### src/rtl/sprite_compositor_if.sv
// rtl/sprite_compositor_if.sv - pixel stream in (timing + background) and composited stream out
interface sprite_compositor_if #(
  parameter int X_W = 10,
  parameter int Y_W = 10
);
  logic           pix_valid;
  logic [X_W-1:0] x;
  logic [Y_W-1:0] y;
  logic           hs_in;
  logic           vs_in;
  logic [11:0]    bg_rgb;
  logic [11:0]    rgb;
  logic           rgb_valid;
  logic           hs_out;
  logic           vs_out;

  modport master (
    output pix_valid, x, y, hs_in, vs_in, bg_rgb,
    input  rgb, rgb_valid, hs_out, vs_out
  );

  modport slave (
    input  pix_valid, x, y, hs_in, vs_in, bg_rgb,
    output rgb, rgb_valid, hs_out, vs_out
  );
endinterface

### src/rtl/sprite_compositor.sv
// rtl/sprite_compositor.sv - 3-stage sprite overlay pipeline with animation and player collision flags
module sprite_compositor #(
  parameter int          NUM_SPRITES = 4,
  parameter int          SPR_W       = 16,
  parameter int          SPR_H       = 16,
  parameter int          FRAMES      = 4,
  parameter int          ANIM_DIV    = 8,
  parameter int          X_W         = 10,
  parameter int          Y_W         = 10,
  parameter logic [11:0] KEY         = 12'h00f,
  localparam int         ADDR_W      = $clog2(SPR_W * SPR_H * FRAMES),
  localparam int         FR_W        = $clog2(FRAMES)
) (
  input  logic                               clk,
  input  logic                               clrn,
  sprite_compositor_if.slave                 pix,
  input  logic                               frame_start,
  input  logic [NUM_SPRITES-1:0]             spr_en,
  input  logic [NUM_SPRITES-1:0]             spr_anim,
  input  logic [NUM_SPRITES*(X_W+Y_W)-1:0]   spr_pos,
  output logic [NUM_SPRITES*ADDR_W-1:0]      rom_addr,
  input  logic [NUM_SPRITES*12-1:0]          rom_data,
  output logic [NUM_SPRITES-1:0]             collide,
  output logic [FR_W-1:0]                    anim_frame
);
  localparam int               DIV_W    = (ANIM_DIV > 1) ? $clog2(ANIM_DIV) : 1;
  localparam logic [DIV_W-1:0] DIV_LAST = DIV_W'(ANIM_DIV - 1);
  localparam logic [X_W:0]     RX_LIM   = (X_W + 1)'(SPR_W);
  localparam logic [Y_W:0]     RY_LIM   = (Y_W + 1)'(SPR_H);

  logic [X_W-1:0]            x1_q;
  logic [Y_W-1:0]            y1_q;
  logic                      v1_q, hs1_q, vs1_q;
  logic [11:0]               bg1_q;
  logic [NUM_SPRITES*12-1:0] rom2_q;
  logic [11:0]               bg2_q;
  logic                      v2_q, hs2_q, vs2_q;
  logic [NUM_SPRITES-1:0]    win2_q;
  logic [11:0]               rgb3_q, rgb3_d;
  logic                      v3_q, hs3_q, vs3_q;
  logic [DIV_W-1:0]          div_q, div_d, div_step;
  logic [FR_W-1:0]           anim_q, anim_d;
  logic [NUM_SPRITES-1:0]    coll_q, coll_d, collide_q, collide_d;
  logic [NUM_SPRITES-1:0]    in_win, opaque, hits;
  logic [11:0]               sel;

  for (genvar g = 0; g < NUM_SPRITES; g++) begin : g_spr
    logic [X_W-1:0]  sx;
    logic [Y_W-1:0]  sy;
    logic [X_W:0]    rx;
    logic [Y_W:0]    ry;
    logic [FR_W-1:0] fi;

    assign sx = spr_pos[g*(X_W+Y_W) +: X_W];
    assign sy = spr_pos[g*(X_W+Y_W)+X_W +: Y_W];
    // The extra top bit is the borrow, so sprites never wrap past the screen edge.
    assign rx = {1'b0, x1_q} - {1'b0, sx};
    assign ry = {1'b0, y1_q} - {1'b0, sy};
    assign in_win[g] = ~rx[X_W] & ~ry[Y_W] & (rx < RX_LIM) & (ry < RY_LIM);
    assign fi = spr_anim[g] ? anim_q : '0;
    assign rom_addr[g*ADDR_W +: ADDR_W] =
      ADDR_W'(32'(ry) * SPR_W * FRAMES + 32'(fi) * SPR_W + 32'(rx));
    assign opaque[g] = win2_q[g] & (rom2_q[g*12 +: 12] != KEY);
  end

  assign hits = opaque & {NUM_SPRITES{opaque[0]}} & ~NUM_SPRITES'(1);

  always_comb begin
    sel = bg2_q;
    for (int i = NUM_SPRITES - 1; i >= 0; i--) begin
      if (opaque[i]) sel = rom2_q[i*12 +: 12];
    end
    rgb3_d = v2_q ? sel : 12'h000;
  end

  // The frame steps on the pulse that brings div_cnt to its last value (every pulse when ANIM_DIV is 1).
  always_comb begin
    div_d    = div_q;
    anim_d   = anim_q;
    div_step = (div_q == DIV_LAST) ? '0 : div_q + DIV_W'(1);
    if (frame_start) begin
      div_d = div_step;
      if (div_step == DIV_LAST) anim_d = anim_q + FR_W'(1);
    end
  end

  always_comb begin
    coll_d    = coll_q | hits;
    collide_d = collide_q;
    if (frame_start) begin
      collide_d = coll_q | hits;
      coll_d    = '0;
    end
  end

  always_ff @(posedge clk or negedge clrn) begin
    if (!clrn) begin
      x1_q <= '0; y1_q <= '0; v1_q <= 1'b0; hs1_q <= 1'b0; vs1_q <= 1'b0; bg1_q <= '0;
      rom2_q <= '0; bg2_q <= '0; v2_q <= 1'b0; hs2_q <= 1'b0; vs2_q <= 1'b0; win2_q <= '0;
      rgb3_q <= '0; v3_q <= 1'b0; hs3_q <= 1'b0; vs3_q <= 1'b0;
      div_q <= '0; anim_q <= '0; coll_q <= '0; collide_q <= '0;
    end else begin
      x1_q      <= pix.x;
      y1_q      <= pix.y;
      v1_q      <= pix.pix_valid;
      hs1_q     <= pix.hs_in;
      vs1_q     <= pix.vs_in;
      bg1_q     <= pix.bg_rgb;
      rom2_q    <= rom_data;
      bg2_q     <= bg1_q;
      v2_q      <= v1_q;
      hs2_q     <= hs1_q;
      vs2_q     <= vs1_q;
      win2_q    <= spr_en & in_win & {NUM_SPRITES{v1_q}};
      rgb3_q    <= rgb3_d;
      v3_q      <= v2_q;
      hs3_q     <= hs2_q;
      vs3_q     <= vs2_q;
      div_q     <= div_d;
      anim_q    <= anim_d;
      coll_q    <= coll_d;
      collide_q <= collide_d;
    end
  end

  assign pix.rgb       = rgb3_q;
  assign pix.rgb_valid = v3_q;
  assign pix.hs_out    = hs3_q;
  assign pix.vs_out    = vs3_q;
  assign collide       = collide_q;
  assign anim_frame    = anim_q;
endmodule

### src/flat_wrapper.sv
// flat-port wrapper written by rule: the top's interface ports become plain ports
module sprite_compositor_flat 
#(
  parameter int          NUM_SPRITES = 4,
  parameter int          SPR_W       = 16,
  parameter int          SPR_H       = 16,
  parameter int          FRAMES      = 4,
  parameter int          ANIM_DIV    = 8,
  parameter int          X_W         = 10,
  parameter int          Y_W         = 10,
  parameter logic [11:0] KEY         = 12'h00f,
  localparam int         ADDR_W      = $clog2(SPR_W * SPR_H * FRAMES),
  localparam int         FR_W        = $clog2(FRAMES)
)
  (clk, clrn, frame_start, spr_en, spr_anim, spr_pos, rom_addr, rom_data, collide, anim_frame, pix_pix_valid, pix_x, pix_y, pix_hs_in, pix_vs_in, pix_bg_rgb, pix_rgb, pix_rgb_valid, pix_hs_out, pix_vs_out);
  sprite_compositor_if #(.X_W(X_W), .Y_W(Y_W)) pix_i ();
  input  logic clk;
  input  logic clrn;
  input  logic frame_start;
  input  logic [NUM_SPRITES-1:0] spr_en;
  input  logic [NUM_SPRITES-1:0] spr_anim;
  input  logic [NUM_SPRITES*(X_W+Y_W)-1:0] spr_pos;
  output logic [NUM_SPRITES*ADDR_W-1:0] rom_addr;
  input  logic [NUM_SPRITES*12-1:0] rom_data;
  output logic [NUM_SPRITES-1:0] collide;
  output logic [FR_W-1:0] anim_frame;
  input wire logic [$bits(pix_i.pix_valid)-1:0] pix_pix_valid;
  input wire logic [$bits(pix_i.x)-1:0] pix_x;
  input wire logic [$bits(pix_i.y)-1:0] pix_y;
  input wire logic [$bits(pix_i.hs_in)-1:0] pix_hs_in;
  input wire logic [$bits(pix_i.vs_in)-1:0] pix_vs_in;
  input wire logic [$bits(pix_i.bg_rgb)-1:0] pix_bg_rgb;
  output wire logic [$bits(pix_i.rgb)-1:0] pix_rgb;
  output wire logic [$bits(pix_i.rgb_valid)-1:0] pix_rgb_valid;
  output wire logic [$bits(pix_i.hs_out)-1:0] pix_hs_out;
  output wire logic [$bits(pix_i.vs_out)-1:0] pix_vs_out;
  assign pix_i.pix_valid = pix_pix_valid;
  assign pix_i.x = pix_x;
  assign pix_i.y = pix_y;
  assign pix_i.hs_in = pix_hs_in;
  assign pix_i.vs_in = pix_vs_in;
  assign pix_i.bg_rgb = pix_bg_rgb;
  assign pix_rgb = pix_i.rgb;
  assign pix_rgb_valid = pix_i.rgb_valid;
  assign pix_hs_out = pix_i.hs_out;
  assign pix_vs_out = pix_i.vs_out;
  sprite_compositor #(.NUM_SPRITES(NUM_SPRITES), .SPR_W(SPR_W), .SPR_H(SPR_H), .FRAMES(FRAMES), .ANIM_DIV(ANIM_DIV), .X_W(X_W), .Y_W(Y_W), .KEY(KEY)) u_core (.clk(clk), .clrn(clrn), .pix(pix_i), .frame_start(frame_start), .spr_en(spr_en), .spr_anim(spr_anim), .spr_pos(spr_pos), .rom_addr(rom_addr), .rom_data(rom_data), .collide(collide), .anim_frame(anim_frame));
endmodule
### config.mk
export PLATFORM = sky130hd
export DESIGN_NAME = sprite_compositor_flat
export DESIGN_NICKNAME = d
export VERILOG_FILES = /design/src/rtl/sprite_compositor_if.sv /design/src/rtl/sprite_compositor.sv /design/src/flat_wrapper.sv
export SDC_FILE = /design/constraint.sdc
export NUM_CORES = 1
export LEC_CHECK = 0
export ABC_AREA = 0
export CORE_MARGIN = 4
export CORE_UTILIZATION = 40
export DETAILED_ROUTE_END_ITERATION = 16
export PLACE_DENSITY_LB_ADDON = 0.15
export SKIP_LAST_GASP = 1
export SYNTH_ARGS = -nofsm -noshare
export SYNTH_HDL_FRONTEND = slang
export SYNTH_SLANG_ARGS = --single-unit
### constraint.sdc
create_clock -name clk -period 4.54 [get_ports clk]
set_clock_uncertainty 0.2 [all_clocks]
set_input_delay 0.681 -clock clk [delete_from_list [all_inputs] [get_ports clk]]
set_output_delay 0.681 -clock clk [all_outputs]
set_load 0.02 [all_outputs]
After elaboration in Yosys (flattened, before gate mapping)
Cells that the tools add are included.
{"block": "word_totals", "n_memories": 0, "romBits": 0, "ramBits": 0, "latchBits": 0, "regBits": 130, "elab_cells": 92, "inputBits": 174}
{"block": "classes", "eq_ne": 6, "bitwise": 28, "reduce_logical": 1, "shifts": 0, "n_mux": 11, "addsub": 18, "n_mul": 0, "n_div": 0, "n_lt_le_gt_ge": 8}
{"cell": "$lt 11x5->1 const B", "n": 8}
{"cell": "$sub 10x10->11", "n": 8}
{"cell": "$mux 12", "n": 5}
{"cell": "$ne 12x4->1 const B", "n": 4}
{"cell": "$add 10x10->10", "n": 4}
{"cell": "$add 10x6->10", "n": 4}
{"cell": "$and 1x1->1", "n": 16}
{"cell": "$and 4x4->4", "n": 3}
{"cell": "$mux 2", "n": 4}
{"cell": "$not 1->1", "n": 8}
{"cell": "$eq 3x3->1 const B", "n": 2}
{"cell": "$mux 4", "n": 1}
{"cell": "$or 4x4->4", "n": 1}
{"cell": "$add 3x1->3 const B", "n": 1}
{"cell": "$mux 3", "n": 1}
{"cell": "$add 2x1->2 const B", "n": 1}
{"cell": "$reduce_and 2->1", "n": 1}

Depth between registers and ports, before layout
{"block": "logic_depth", "ltp_word": 7, "ltp_mapped": 16}

Least setup slack after synthesis
Ideal clock, no wire load.
{"block": "synth_timing", "path_kind": "input -> output", "startpoint": "in spr_pos[62]", "endpoint": "out rom_addr[39]", "arrival_ns": 3.629, "setup_slack_ns": 0.030, "path_buffers": 0, "cell_stages": 13, "path_cell_list": "inv_1 > ha_1 > nor2b_1 > o31a_1 > or4b_2 > nand3_1 > ha_1 > nor2b_1 > o21ai_0 > nand2b_1 > maj3_1 > xnor2_1 > xnor2_1"}
{"block": "synth_via", "elab_chain_cells": 2}
{"item": "start: declaration", "line": "flat_wrapper.sv:22", "rtl": "input logic [NUM_SPRITES*(X_W+Y_W)-1:0] spr_pos;"}
{"item": "$sub 10x10->11", "line": "sprite_compositor.sv:57", "rtl": "assign rx = {1'b0, x1_q} - {1'b0, sx};"}
{"item": "$add 10x10->10", "line": "sprite_compositor.sv:62", "rtl": "ADDR_W'(32'(ry) * SPR_W * FRAMES + 32'(fi) * SPR_W + 32'(rx));"}
{"item": "end: declaration", "line": "flat_wrapper.sv:23", "rtl": "output logic [NUM_SPRITES*ADDR_W-1:0] rom_addr;"}
Every way passes these cells.

Final worst setup path
{"block": "layout_timing", "startpoint": "in spr_pos[64]", "endpoint": "out rom_addr[39]"}
Same word-level chain as after synthesis.

==> metrics.md <==
| Metric | Value |
|---|---|
| HP Class | reg -> reg |
| Die area | 23400 µm² |
| Initial antenna violation count | 8 |
| Net Sw Frac | 34.2% |
| Outcome | finished with violations |
| # Max-Cap Violations | 0 |
| Nets | 1534 |
| Worst hold path depth | 0 |
| Boundary Pins | 235 |
| RePlAce Congestion | 0.859 |
| FMAX | around 220 MHz |
| # DRC | 0 |
| Failing checks | setup timing |
| Area of the core | 20400 µm² |
| Setup WS post-layout | -62.7 ps |
| Reg2Reg Setup Slack | 1120 ps |
| Hold Path Origin | u_core.bg1_q[0] |
| Die Y-Extent | 153 µm |
| Worst-Margin Slew | roughly 1100 ps |
| Initial detailed-routing violation count | 261 |
| Register area share after synthesis | 38.1% |
| Min Hold Slack | roughly 140 ps |
| Fill cells | between 1500 and 2000 |
| FP Rows | 52 |
| HPWL after detailed placement | a little over 20000 µm |
| Net switching power | 1.62 mW |
| Worst reg2reg startpoint | u_core.x1_q[0] |
| Share of the synthesized area in the top cell type | between 30% and 40% |
| Synth Cell Area | 8410 µm² |
| Startpoint Class | input pin |
| Endpoints failing setup | 2 |
| Area leader, netlist | dfrtp_1 |
| Global-route wire length before repair | ~40000 µm |
| Crit Reg-Reg Endpoint | u_core.win2_q[0] |
| RSZ-0062 raised after global routing | true |
| Leakage power total | 6.05 nW |
| DR vias/cell | 5.05 |
| CTS tree | yes |
| Power density over the cells | 362 nW/µm² |
| Area grow syn2layout | 54.9% |
| H-tree depth | 4 |
| Num CTS Buffers | 17 |
| Via count | 7770 |
| Req. time, crit path | ~3700 ps |
| Antenna Nets Post-Route | 0 |
| Die X | 153 µm |
| Most used DFF post-synth | dfrtp_1 |
| Layout cell share with drive strength beyond 1 | a little over a fifth |
| Yosys warns | 0 |
| Initial core utilization | slightly above 40% |
| Total power | around 4.7 mW |
| Final Cell Area | 13000 µm² |
| Clock-pin transition on the worst setup and hold timing paths | 60 ps |
| Comb power frac | 42.9% |
| Reg power frac | between 20% and 30% |
| Slew HR | 23.2% |
| Root Driver | clkbuf_16 |
| Drt pass-1 iters | 5 |
| Worst Hold End | u_core.bg2_q[0] |
| Peak VDD IR | about 0.38 mV |
| Critical path class | in -> out |
| Reg2Reg Depth | 13 |
| Later-pin clock latency in the skew report | between 400 and 500 ps |
| Post-synthesis async set-or-reset flop share | 100% |
| Fin. Hold Viols | 0 |
| Crit path DAT | 3720 ps |
| Post-Synthesis Cells | 880 |
| Power Internal | roughly 3.1 mW |
| EDFF count, synth | 0 |
| Fin. max-slew vios | 0 |
| Number of global-route vias before repair | 8168 |
| Largest cells by area after synthesis | dfrtp_1 (38%), ha_1 (15%), inv_1 (5.6%) |
| Total track usage | 21.5% |
| CP startpoint | spr_pos[64] |
| Syn Nets | between 1000 and 1500 |
| Maximum clock insertion buffer count | 2 |
| Syn Area/Cell | 9.56 µm² |
| Port buffer count | roughly 230 |
| Worst-path fanout max | 2 |
| Netlist cell types | 63 |
| Yosys reg bits | 128 |
| Clk sinks | 128 |
| Crit path time final | approximately 4600 ps |
| WL per Instance | 16.6 µm |
| Placed standard-cell area | 11900 µm² |
| Crit. End Element | output port |
| Routed wire length | about 26000 µm |
| Clk pwr share | between 20 and 30% |
| Largest net degree at the start of global routing | 107 |
| Final period utilization | 101% |
| Overflow after GRT | 0 |
## final cells by class
class                      count  area, µm²  share of cell area (%)
antenna                        8       20.0                   0.154
inverter                     125        469                    3.60
sequential                   128       3200                    24.6
clock inverter                14        170                    1.31
timing repair buffer         359       3260                    25.0
clock buffer                  18        439                    3.37
multi-input combinational    617       5130                    39.4
tap                          270        338                    2.59
## worst max-delay path: stages
cell and delay [ps]:
clkdlybuf4s50_1 460, inv_1 60, ha_4 210, o21a_1 100
o31a_1 130, or4b_4 510, nand3_4 120, ha_4 210
nor2b_4 130, o21ai_2 120, nand2b_1 80, maj3_2 320
xnor2_2 150, xnor2_1 180, buf_4 160, buf_6 110
## layout by cell type, fill, tap and decap left out, types with 17 or more instances in the layout
cell type and n:
inv_1 113, dfrtp_1 127, buf_4 129, ha_1 81, nor2b_1 19, o21a_1 21, xnor2_1 32, clkbuf_16 17
clkdlybuf4s50_1 204, nor2_1 69, o21ai_0 54, a21oi_1 57
## sequential cells by signal, indices dropped and copies added, names as in the netlist
signal / flops
u_core.rom2_q: 48
u_core.bg1_q: 12
u_core.bg2_q: 12
u_core.pix.rgb: 12
u_core.x1_q: 10
u_core.y1_q: 10
u_core.win2_q: 4
u_core.coll_q: 3
u_core.collide: 3
u_core.div_q: 3
u_core.anim_frame: 2
u_core.hs1_q: 1
u_core.hs2_q: 1
u_core.pix.hs_out: 1
u_core.pix.rgb_valid: 1
u_core.pix.vs_out: 1
u_core.v1_q: 1
u_core.v2_q: 1
u_core.vs1_q: 1
u_core.vs2_q: 1
## power groups by stage
stage          sequential [mW]  clock, mW  combinational (mW)
2_1_floorplan             1.30          0               0.978
3_3_place_gp              1.31          0                1.88
3_5_place_dp              1.31          0                1.90
4_1_cts                   1.29       1.44                1.98
5_1_grt                   1.30       1.49                2.21
6_report                  1.29       1.41                2.03
## repair_timing
| item | in CTS | in global routing |
|---|---|---|
| hold buffers | 0 | 0 |
| gates resized for setup | 112 | 55 |
| setup buffers | 12 | 5 |
| pin swaps | 55 | 51 |
| endpoints found under the setup margin | 17 | 16 |
## Yosys cell counts, drive strengths merged, types with 3 or more instances
master and count:
dfrtp 128, inv 125, ha 100, a21oi 71, nor2 71, o21ai 64, xnor2 40, nor2b 25
o21a 21, a211oi 19, mux2i 16, nand2 15, xor2 15, a21o 13, fa 12, or4 12
nand2b 11, o31a 10, nor3 9, clkbuf 8, and2 7, nand3 7, nor4 7, or3 6
a21boi 5, a31oi 5, nand4 5, o21bai 4, o22ai 4, o31ai 4, maj3 3, nand4b 3
nor4b 3
## per-stage QoR
step	util (%)	setup WS (ps)	instances	TNS [ps]
final	63.8	-62.7	1539	-71.9
after global routing	63.8	-169	1538	-579
after CTS	62.7	-235	1526	-415
after detailed placement	58.1	-1090	1482	-7560
after global placement	58.1	-987	1482	-7110
after floorplan	-	30.2	880	0
## routing by layer
| layer | GRT usage, % | wire (µm) | part of all wire, % | vias up |
|---|---|---|---|---|
| met3 | 4.81 | 1310 | 5.1 | 61 |
| li1 | - | - | - | 3825 |
| met2 | 37.1 | 12600 | 49 | 202 |
| met4 | 10.6 | 1060 | 4.2 | 2 |
| met5 | 0 | 8 | 0.031 | - |
| met1 | 25.3 | 10600 | 41 | 3680 |
## cells by family (layout without fill, tap and decap cells)
group                      Yosys count  count (layout)  share of synthesized area, %
AOI/OAI and AO/OA                  235             235                          17.4
and+or+nand+nor                    193             193                          12.4
buffers and inverters              135             516                          6.08
DFF                                128             128                          38.1
adders and majority gates          115             115                          18.1
xor gates and xnor gates            55              55                          5.73
muxes                               18              18                          2.17
other                                1               9                        0.0446
## worst max-delay path by stage
| stage | endpoint | slack, ps |
|---|---|---|
| 3_3_place_gp | rom_addr[39] | -990 |
| 4_1_cts | rom_addr[39] | -240 |
| 6_report | rom_addr[39] | -60 |
| 3_5_place_dp | rom_addr[39] | -1090 |
| 2_1_floorplan | rom_addr[39] | 30 |
| 5_1_grt | rom_addr[29] | -170 |
(Power assumes the default switching activity.)
